==> src/rtl/pll_reset_sequencer.sv <==
`default_nettype none
// ============================================================================
// Module   : pll_reset_sequencer
// Purpose  : Holds a PLL in reset, waits for a stable lock, then releases the
//            PLL-domain reset. Retries on lock timeout and gives up after a
//            bounded number of attempts. REARM restarts the whole sequence.
// Revision : 1.0 - initial release
// ============================================================================
module pll_reset_sequencer #(
  parameter int RESET_HOLD_CYCLES   = 12,
  parameter int LOCK_TIMEOUT_CYCLES = 1200,
  parameter int LOCK_STABLE_CYCLES  = 16,
  parameter int MAX_RETRIES         = 3
) (
  input  logic       REFERENCECLK,
  input  logic       RESET,
  input  logic       PLL_LOCK,
  input  logic       REARM,
  output logic       PLL_RESETB,
  output logic       SYS_RESET,
  output logic       LOCKED,
  output logic       FAIL,
  output logic [1:0] RETRY_COUNT
);

  // Counter is sized for the longest interval any state has to measure.
  localparam int c_MAX_HT  = (RESET_HOLD_CYCLES > LOCK_TIMEOUT_CYCLES) ?
                             RESET_HOLD_CYCLES : LOCK_TIMEOUT_CYCLES;
  localparam int c_CNT_MAX = (c_MAX_HT > LOCK_STABLE_CYCLES) ?
                             c_MAX_HT : LOCK_STABLE_CYCLES;
  localparam int c_CNT_W   = $clog2(c_CNT_MAX + 1);

  localparam logic [c_CNT_W-1:0] c_CNT_ONE     = c_CNT_W'(1);
  localparam logic [c_CNT_W-1:0] c_HOLD_LAST   = c_CNT_W'(RESET_HOLD_CYCLES - 1);
  localparam logic [c_CNT_W-1:0] c_TIMEOUT_LAST = c_CNT_W'(LOCK_TIMEOUT_CYCLES - 1);
  localparam logic [c_CNT_W-1:0] c_STABLE_LAST = c_CNT_W'(LOCK_STABLE_CYCLES - 1);

  typedef enum logic [2:0] {
    ST_HOLD      = 3'd0,
    ST_WAIT_LOCK = 3'd1,
    ST_STABLE    = 3'd2,
    ST_RUN       = 3'd3,
    ST_FAILED    = 3'd4
  } state_t;

  state_t               r_state;
  logic [c_CNT_W-1:0]   r_cnt;
  logic [1:0]           r_retry;
  logic                 r_lock_meta;
  logic                 r_lock_s;
  logic                 r_pll_resetb;
  logic                 r_sys_reset;
  logic                 r_locked;
  logic                 r_fail;

  state_t               w_next_state;
  logic [c_CNT_W-1:0]   w_next_cnt;
  logic [1:0]           w_next_retry;

  // Two-flop synchronizer: PLL_LOCK is asynchronous to REFERENCECLK.
  always_ff @(posedge REFERENCECLK) begin
    if (RESET) begin
      r_lock_meta <= 1'b0;
      r_lock_s    <= 1'b0;
    end else begin
      r_lock_meta <= PLL_LOCK;
      r_lock_s    <= r_lock_meta;
    end
  end

  // Next-state, counter and retry decisions; REARM outranks everything.
  always_comb begin
    w_next_state = r_state;
    w_next_cnt   = r_cnt + c_CNT_ONE;
    w_next_retry = r_retry;
    if (REARM) begin
      w_next_state = ST_HOLD;
      w_next_cnt   = '0;
      w_next_retry = 2'd0;
    end else begin
      case (r_state)
        ST_HOLD: begin
          if (r_cnt == c_HOLD_LAST) begin
            w_next_state = ST_WAIT_LOCK;
            w_next_cnt   = '0;
          end
        end
        ST_WAIT_LOCK: begin
          // Lock wins over a timeout falling on the same cycle.
          if (r_lock_s) begin
            w_next_state = ST_STABLE;
            w_next_cnt   = '0;
          end else if (r_cnt == c_TIMEOUT_LAST) begin
            w_next_cnt = '0;
            if (int'(r_retry) == MAX_RETRIES) begin
              w_next_state = ST_FAILED;
            end else begin
              w_next_state = ST_HOLD;
              w_next_retry = (r_retry == 2'd3) ? 2'd3 : r_retry + 2'd1;
            end
          end
        end
        ST_STABLE: begin
          // A single dropout restarts the lock wait without costing a retry.
          if (!r_lock_s) begin
            w_next_state = ST_WAIT_LOCK;
            w_next_cnt   = '0;
          end else if (r_cnt == c_STABLE_LAST) begin
            w_next_state = ST_RUN;
            w_next_cnt   = '0;
          end
        end
        ST_RUN: begin
          w_next_cnt = '0;
          if (!r_lock_s) begin
            w_next_state = ST_HOLD;
          end
        end
        ST_FAILED: begin
          w_next_cnt = '0;
        end
        default: begin
          w_next_state = ST_HOLD;
          w_next_cnt   = '0;
        end
      endcase
    end
  end

  // State, counter and outputs; outputs are decoded from the state being entered
  // so they change on the same edge as the state register.
  always_ff @(posedge REFERENCECLK) begin
    if (RESET) begin
      r_state      <= ST_HOLD;
      r_cnt        <= '0;
      r_retry      <= 2'd0;
      r_pll_resetb <= 1'b0;
      r_sys_reset  <= 1'b1;
      r_locked     <= 1'b0;
      r_fail       <= 1'b0;
    end else begin
      r_state      <= w_next_state;
      r_cnt        <= w_next_cnt;
      r_retry      <= w_next_retry;
      r_pll_resetb <= !((w_next_state == ST_HOLD) || (w_next_state == ST_FAILED));
      r_sys_reset  <= (w_next_state != ST_RUN);
      r_locked     <= (w_next_state == ST_RUN);
      r_fail       <= (w_next_state == ST_FAILED);
    end
  end

  assign PLL_RESETB  = r_pll_resetb;
  assign SYS_RESET   = r_sys_reset;
  assign LOCKED      = r_locked;
  assign FAIL        = r_fail;
  assign RETRY_COUNT = r_retry;

endmodule
`default_nettype wire

==> config.mk <==
export PLATFORM = sky130hd
export DESIGN_NAME = pll_reset_sequencer
export DESIGN_NICKNAME = d
export VERILOG_FILES = /design/src/rtl/pll_reset_sequencer.sv
export SDC_FILE = /design/constraint.sdc
export NUM_CORES = 1
export LEC_CHECK = 0
export CORE_AREA = 2 2 46 48
export CTS_CLUSTER_DIAMETER = 200
export DETAILED_ROUTE_END_ITERATION = 12
export DIE_AREA = 0 0 48 50
export GPL_TIMING_DRIVEN = 0
export PLACE_DENSITY_LB_ADDON = 0.05
export SYNTH_ARGS = -nofsm -noshare
export SYNTH_HDL_FRONTEND = slang
export SYNTH_SLANG_ARGS = --single-unit
==> constraint.sdc <==
create_clock -name REFERENCECLK -period 2.1 [get_ports REFERENCECLK]
set_input_delay 0.315 -clock REFERENCECLK [delete_from_list [all_inputs] [get_ports REFERENCECLK]]
set_output_delay 0.315 -clock REFERENCECLK [all_outputs]
set_load 0.005 [all_outputs]
==> results.md, run 1 <==
- Summed over all layers, the global routing overflow is 0.
- TritonCTS built the clock tree.
- The final sum of negative setup slack is 0 ps.
- The area enclosed by the die boundary is 0.002400 mm².
- Walking the worst path, the cells encountered are ha_1, and4_4, and4_2, and3_4, a2111oi_2.
- For this run, the slowest stage of the critical path takes 340 ps.
- In this run the number of H-tree levels came out at 1.
- The via density per instance is 5.326.
- The post-synthesis instance area is 953.4 µm².
- The number of hold buffers added after CTS was 0.
- Relative to the synthesized area, the layout overhead comes to 16.80%.
- The number of rows created at floorplan is 16.
- After clock tree synthesis, the clock-pin slew on the worst setup and hold paths is 120 ps.
- At the placement stage, the worst setup path has a slack of 172.9 ps.
- The time the worst path needs with I/O delays and setup is 1679 ps.
- The average instance in the mapped netlist occupies 10.04 µm².
- Across the run, the number of max-cap violations was 0.
- STA classifies the critical path endpoint as a flop.
- The transition time of the tightest slew-check pin is 335.9 ps.
- The worst setup path is launched from a flop.
- The clock latency on the worst-skew pair is 310 ps.
- In the post-synthesis netlist, the biggest area contributors are dfxtp_1 46%, xor2_1 7.3%, nor2_1 5.9%.
- The count of instances resized after the clock tree is built is 0.
- The post-synthesis cell count is 95.
- The number of synthesis warnings is 0.
- Buffers placed on the I/O ports in this run total 9.
- Measured against the total synthesized area, the mux share comes to 0.
- The wire-length estimate of the detail-placed layout is 1176 µm.
- The synthesized-area fraction occupied by ao, oa, aoi and oai cells is 0.1273.
- The minimum setup slack in the final design is 421.2 ps.
- The cell area after placement is 0.001077 mm².
- The number of different library cells used by synthesis comes to 37.
- The floorplan step set the die width to 48 µm.
- Of the total synthesized cell area, the portion taken by AND, OR, NAND and NOR gates is 0.2979.
- The share of synthesized area occupied by flip-flops and latches is 0.4619.
- In this run the post-CTS setup repair buffer count came out at 0.
- The relative slew slack is 0.7740.
- The max-slew violation count was 0.
- Static timing analysis puts the maximum clock frequency at 595.7 MHz.
- Counting both buffers and inverters, the worst setup path holds a total of 0.
- Power comes to 0.6769 mW.
- After the first detailed-routing iteration, the DRC count stood at 7.
- The initial standard-cell utilization of the core is 0.5013.
- Summing all non-filler instances in the final layout gives an area of 0.001114 mm².
- The synthesized design spends more area on one cell type than any other, namely dfxtp_1.
- The maximum number of pins on one net before global-route repair is 13.
- The fraction of synthesized cell area in xor and xnor cells is 0.08268.
- The flop and latch count out of synthesis is 22.
- Setup repair after global routing left no endpoint under its margin.
- In this run the remaining antenna-violating nets after routing total 0.
- Of the post-synthesis cell area, the dominant cell type holds 0.4619.
- The number of antenna repair diodes is 0.
- The static power due to leakage is 0.3909 nW.
- The total number of vias is 719.
- The dominant combinational cell family by area after synthesis is simple AND/OR/NAND/NOR gates.
- For this design the ratio of total power to cell area is 607.9 mW/mm².
- Along the worst path, the maximum fanout reaches 5.
- At the worst endpoint, the arrival time is 1890 ps.
- The initial antenna violation count was 0.
- The cell with the biggest individual delay on the critical path is dfxtp_1.
- The number of top-level pins is 10.
- The worst clock skew on the final layout is 5.368 ps.
- The number of global-route vias before repair was 664.
- The run finished with clean final reports.
- The worst setup path is of the reg -> reg kind.
- On the critical path the largest part of the delay comes from simple AND/OR/NAND/NOR gates.
- Of the total synthesized cell area, the portion taken by full adders, half adders and majority gates is 0.01312.
- The first global-routing pass estimated 2718 µm of wire.
- The total count of hold-check failures in the final report is 0.
- Counting tap cells, the placed design contains a total of 131 instances.
- The pre-antenna-repair detailed-routing pass consisted of 4 iterations.
- The total CTS buffers is 3.
- Summed over all layers, the routed wires come to 1617 µm.
- Setup violations remaining at the end of the flow were counted as 0.
- The tree built by TritonCTS fans out to 22 sinks.
- For the worst setup path, the data required time is 2320 ps.
- The min-delay analysis places its worst path in the category reg -> reg.
- Dividing the final minimum period by the clock period gives 0.7994.
- The die is 50 µm tall.
- The tightest hold path in the finished design has a slack of 443.0 ps.
- In the final routed layout, each cell accounts on average for 11.98 µm.
- In the routed design, unresolved DRC markers number 0.
- Once layout is complete, the utilization of the core stands at 0.5855.
- The number of nets in the final layout is 114.
- When the netlist entered floorplanning its net count stood at 100.
- No sink is reached through more buffers than the 2 on the longest clock path.
- The total global routing track utilization is 0.1603.
- The highest ir drop seen on vdd is 0.4457 mV.
- The buffer type at the clock tree root is clkbuf_4.
- The area inside the core boundary is 0.001902 mm².
- Routability-driven placement finished with a final weighted congestion of 0.7976.
- Of the cells placed in the final design, the portion with a size suffix greater than 1 is 0.1574.
- The final cell count without fillers is 135.
report_power, final:
group | leakage [nW] | internal (mW) | switching, mW
combinational | 0.192 | 0.0113 | 0.0115
sequential | 0.178 | 0.421 | 0.00191
clock | 0.0210 | 0.106 | 0.125
total | 0.391 | 0.538 | 0.139
cells by family after synthesis:
group / Yosys count
compound gates: 16
xor+xnor: 9
simple gates: 43
flops: 22
buf+inv: 4
fa+ha+maj: 1
metal layers:
layer  track usage  share of wire
met3       0.04762          0.037
met5             0              0
met2        0.2222           0.43
met4       0.08108          0.018
met1        0.2195           0.51
layout by cell type, fill, tap and decap left out, drive strengths merged, types with 2 or more instances in the layout:
master / Yosys / layout
nand2: 4 / 4
nor2b: 2 / 2
nand4: 5 / 5
a21oi: 4 / 4
nor4: 2 / 2
and4: 2 / 2
dfxtp: 22 / 22
xor2: 8 / 8
inv: 3 / 3
o21ai: 2 / 2
clkdlybuf4s50: 0 / 9
o2111ai: 2 / 2
clkbuf: 0 / 4
a32o: 2 / 2
and3: 3 / 3
and2: 2 / 2
nor2: 15 / 15
state kept, by name, indices dropped and copies added (netlist names):
name	cells
r_cnt	11
r_state	3
r_lock_s	1
LOCKED	1
r_lock_meta	1
FAIL	1
RETRY_COUNT	2
SYS_RESET	1
PLL_RESETB	1
path summary, 6_finish.rpt:
| check | startpoint | endpoint | slack (ps) | cells past startpoint |
|---|---|---|---|---|
| worst max register to register | r_cnt[0] | RETRY_COUNT[0] | 420 | 5 |
| worst min-delay path | r_lock_meta | r_lock_s | 440 | 1 |
| worst min register to register | r_lock_meta | r_lock_s | 440 | 1 |
| worst max-delay path | r_cnt[0] | RETRY_COUNT[0] | 420 | 5 |
final cells by class:
cell class              count  area, µm²
fillers                   176      788.3
multi-input cells          69      496.7
flip-flops and latches     22      440.4
repair buffers              9      90.09
clock buffers               4      36.28
well taps                  27      33.78
inverters                   3      11.26
plain buffers               1      5.005
synth_stat cells, drive strengths merged:
| cell | n |
|---|---|
| o21a | 1 |
| xor2 | 8 |
| o21ai | 2 |
| a21oi | 4 |
| and4b | 1 |
| a211o | 1 |
| and4 | 2 |
| nor4 | 2 |
| nor2b | 2 |
| a31oi | 1 |
| nor3b | 1 |
| a22oi | 1 |
| and2 | 2 |
| inv | 3 |
| or3b | 1 |
| and3 | 3 |
| a32o | 2 |
| nor2 | 15 |
| ha | 1 |
| or3 | 1 |
| nand3 | 1 |
| a2111oi | 1 |
| or2 | 1 |
| or2b | 1 |
| o2111ai | 2 |
| xnor2 | 1 |
| nand4 | 5 |
| dfxtp | 22 |
| buf | 1 |
| nor4b | 1 |
| nand2 | 4 |
| a21o | 1 |
No activity file was read; power rests on OpenSTA's default activity.
==> inputs of run 2 (changes only) <==
clock period = 1.6 ns   (was 2.1 ns; I/O delays follow)
==> run 2 against run 1 <==
Net effect: power increased by 32%; routed wire length is 3.7% higher; non-clock buffer count up 1; clock power grew 32%; sequential share of layout area down 1.2 points; flip-flop and latch count stayed put; maximum frequency grew 8.4%; sequential power increased by 31%; combinational power increased by 57%; critical path type unchanged; largest power group unchanged.
==> results.md, run 2 (synthesis results as in run 1) <==
- The fill cell total of the finished layout is 171.
- Relative to the synthesized area, the layout overhead comes to 21.13%.
- The global-route wire length before repair is 2766 µm.
- The time the worst path needs with I/O delays and setup is 1549 ps.
- In the layout the commonest cells are 20 x dfxtp_1, 14 x nor2_1, 9 x clkdlybuf4s50_1.
- The global route total overflow is 0.
- The commonest non-fill, non-tap cell in the layout is dfxtp_1.
- Of the cells placed in the final design, the portion with a size suffix greater than 1 is 0.2018.
- The number of placed instances, taps included, is 131.
- For this design the static power due to leakage is 0.3964 nW.
- The startpoint identified for the worst hold timing path is r_lock_meta.
- The H-tree depth is 1.
- Once routing completed, OpenROAD measured the worst setup slack at 51.50 ps.
- At the end of the flow, the number of nets in the layout was 115.
- The height of the die is 50 µm.
- In the routed design, unresolved DRC markers number 0.
- For this run, the total global-route usage over all layers was measured as 0.1624.
- The final non-filler cell area is 0.001155 mm².
- The total count of hold-check failures in the final report is 0.
- The max-slew violation count is 0.
- The design draws 0.8968 mW.
- The placement-stage worst setup slack is -252.1 ps.
- The tool flagged a number of max-cap violations equal to 0.
- The area enclosed by the die boundary is 0.002400 mm².
- The maximum number of pins on one net before global-route repair is 13.
- Once detailed placement completed, the half-perimeter wirelength came to 1176 µm.
- Leaving out filler cells and counting taps, the final layout contains 136.
- The number of search-and-repair iterations in the first detailed-routing pass is 2.
- The most flop-heavy register is r_cnt.
- In this design, the stage delay of the slowest critical-path cell is 380 ps.
- The number of top-level pins is 10.
- The type of destination of the critical path is a flop.
- The number of rows created at floorplan is 16.
- Once placement finished, the instance area stood at 0.001077 mm².
- The final layout contains routed wiring with a total length of 1677 µm.
- The core region is 0.001902 mm².
- The classification of the worst setup path is reg -> reg.
- The kind of path behind the tightest hold check is reg -> reg.
- The total CTS buffers is 3.
- The number of global-route vias before repair came to 675.
- The violation count after the first detailed-route iteration is 3.
- The initial standard-cell utilization of the core is 0.5013.
- Between clock sinks in the finished design, the worst skew comes to 5.337 ps.
- The register with the most flip-flops in the layout has 11 of them.
- The startpoint identified for the worst register-to-register timing path is r_cnt[9].
- The category of the worst setup path launch point is a flop.
- In this run the tool buffered the top-level ports with 9 buffer cells.
- The cell sitting at the root of the clock tree is a clkbuf_4.
- The count of hold buffers inserted by post-cts repair is 0.
- The initial antenna violation count is 0.
- The upper clock frequency limit is 645.8 MHz.
- CTS saw 22 sinks.
- The slowest stage of the critical path belongs to the cell dfxtp_1.
- Clock-pin slew was measured on the worst setup and hold paths at 120 ps.
- After detailed routing, the number of vias per cell comes to 5.412.
- The clock reaches the later pin of the worst-skew pair after 310 ps.
- Headroom to the max-slew limit came out at 0.7598.
- The power density relative to cell area is 776.5 mW/mm².
- The number of endpoints failing setup at the final stage is 0.
- The number of buffers on the longest clock path is 2.
- Traced cell by cell, the critical path runs through nor4_4, o2111ai_1, a211o_1, a21o_2.
- Of all nets on the critical path, the largest fanout is 4.
- The endpoint arrival time on the critical path is 1770 ps.
- IR analysis of the VDD net gives a maximum drop of 0.5904 mV.
- TritonCTS built the clock tree.
- The repair_antennas step left the layout with diodes totalling 0.
- After detailed routing, the average wire length per cell comes to 12.33 µm.
- The total number of vias is 736.
- The count of nets left with antenna violations once routing finished came out at 0.
- The run finished with clean final reports.
- Setup repair after global routing could not meet its margin everywhere.
- The startpoint of the most critical setup path is r_cnt[9].
- The endpoint required time on the critical path is 1820 ps.
- At the end of routability-driven placement, the weighted congestion stood at 0.7976.
- The die outline width is 48 µm.
- The ratio of final minimum period to clock period is 0.9678.
- The transition time of the tightest slew-check pin is 357.0 ps.
-- run 2: power breakdown --
group | switching, mW | internal, mW
Clock | 0.166 | 0.139
Sequential | 0.00328 | 0.553
Combinational | 0.0172 | 0.0185
-- run 2: per-stage QoR --
stage / setup TNS, ps / hold WS (ps) / utilization
floorplan: 0 / 308.9 / -
finish: 0 / 442.5 / 0.6072
global placement: -2650 / 422.7 / 0.5664
detailed placement: -2669 / 424.2 / 0.5664
global route: 0 / 477.1 / 0.6072
CTS: 0 / 447.6 / 0.5941
-- run 2: timing repair --
action | 4_1_cts | 5_1_grt
setup endpoints to repair | 15 | 15
gates resized for setup | 4 | 4
pin swaps | 2 | 1
setup buffers | 0 | 1
-- run 2: final timing paths --
| kind | depth (start not counted) | end | slack, ps |
|---|---|---|---|
| max | 4 | SYS_RESET | 50 |
| min reg2reg | 1 | r_lock_s | 440 |
| max reg2reg | 4 | SYS_RESET | 50 |
| min | 1 | r_lock_s | 440 |
-- run 2: final cells by class --
class	count	area (µm²)	area share
sequential	22	442.9	0.3835
inverter	3	11.26	0.009751
buffer	1	7.507	0.006501
tap	27	33.78	0.02925
clock buffer	4	36.28	0.03142
multi-input combinational	69	525.5	0.4550
timing repair buffer	10	97.59	0.08451
-- run 2: per-layer routing --
metal | global-route usage | share of wire | up-vias
met5 | 0 | 0 | -
li1 | - | - | 373
met4 | 0.08108 | 0.018 | 0
met2 | 0.2289 | 0.45 | 10
met1 | 0.2195 | 0.50 | 349
met3 | 0.04762 | 0.032 | 4
-- run 2: critical path, delay by kind of cell (launching register included) --
| family | cells | cell delay (ps) |
|---|---|---|
| simple gates | 1 | 360 |
| compound gates | 3 | 720 |
| flops | 1 | 380 |
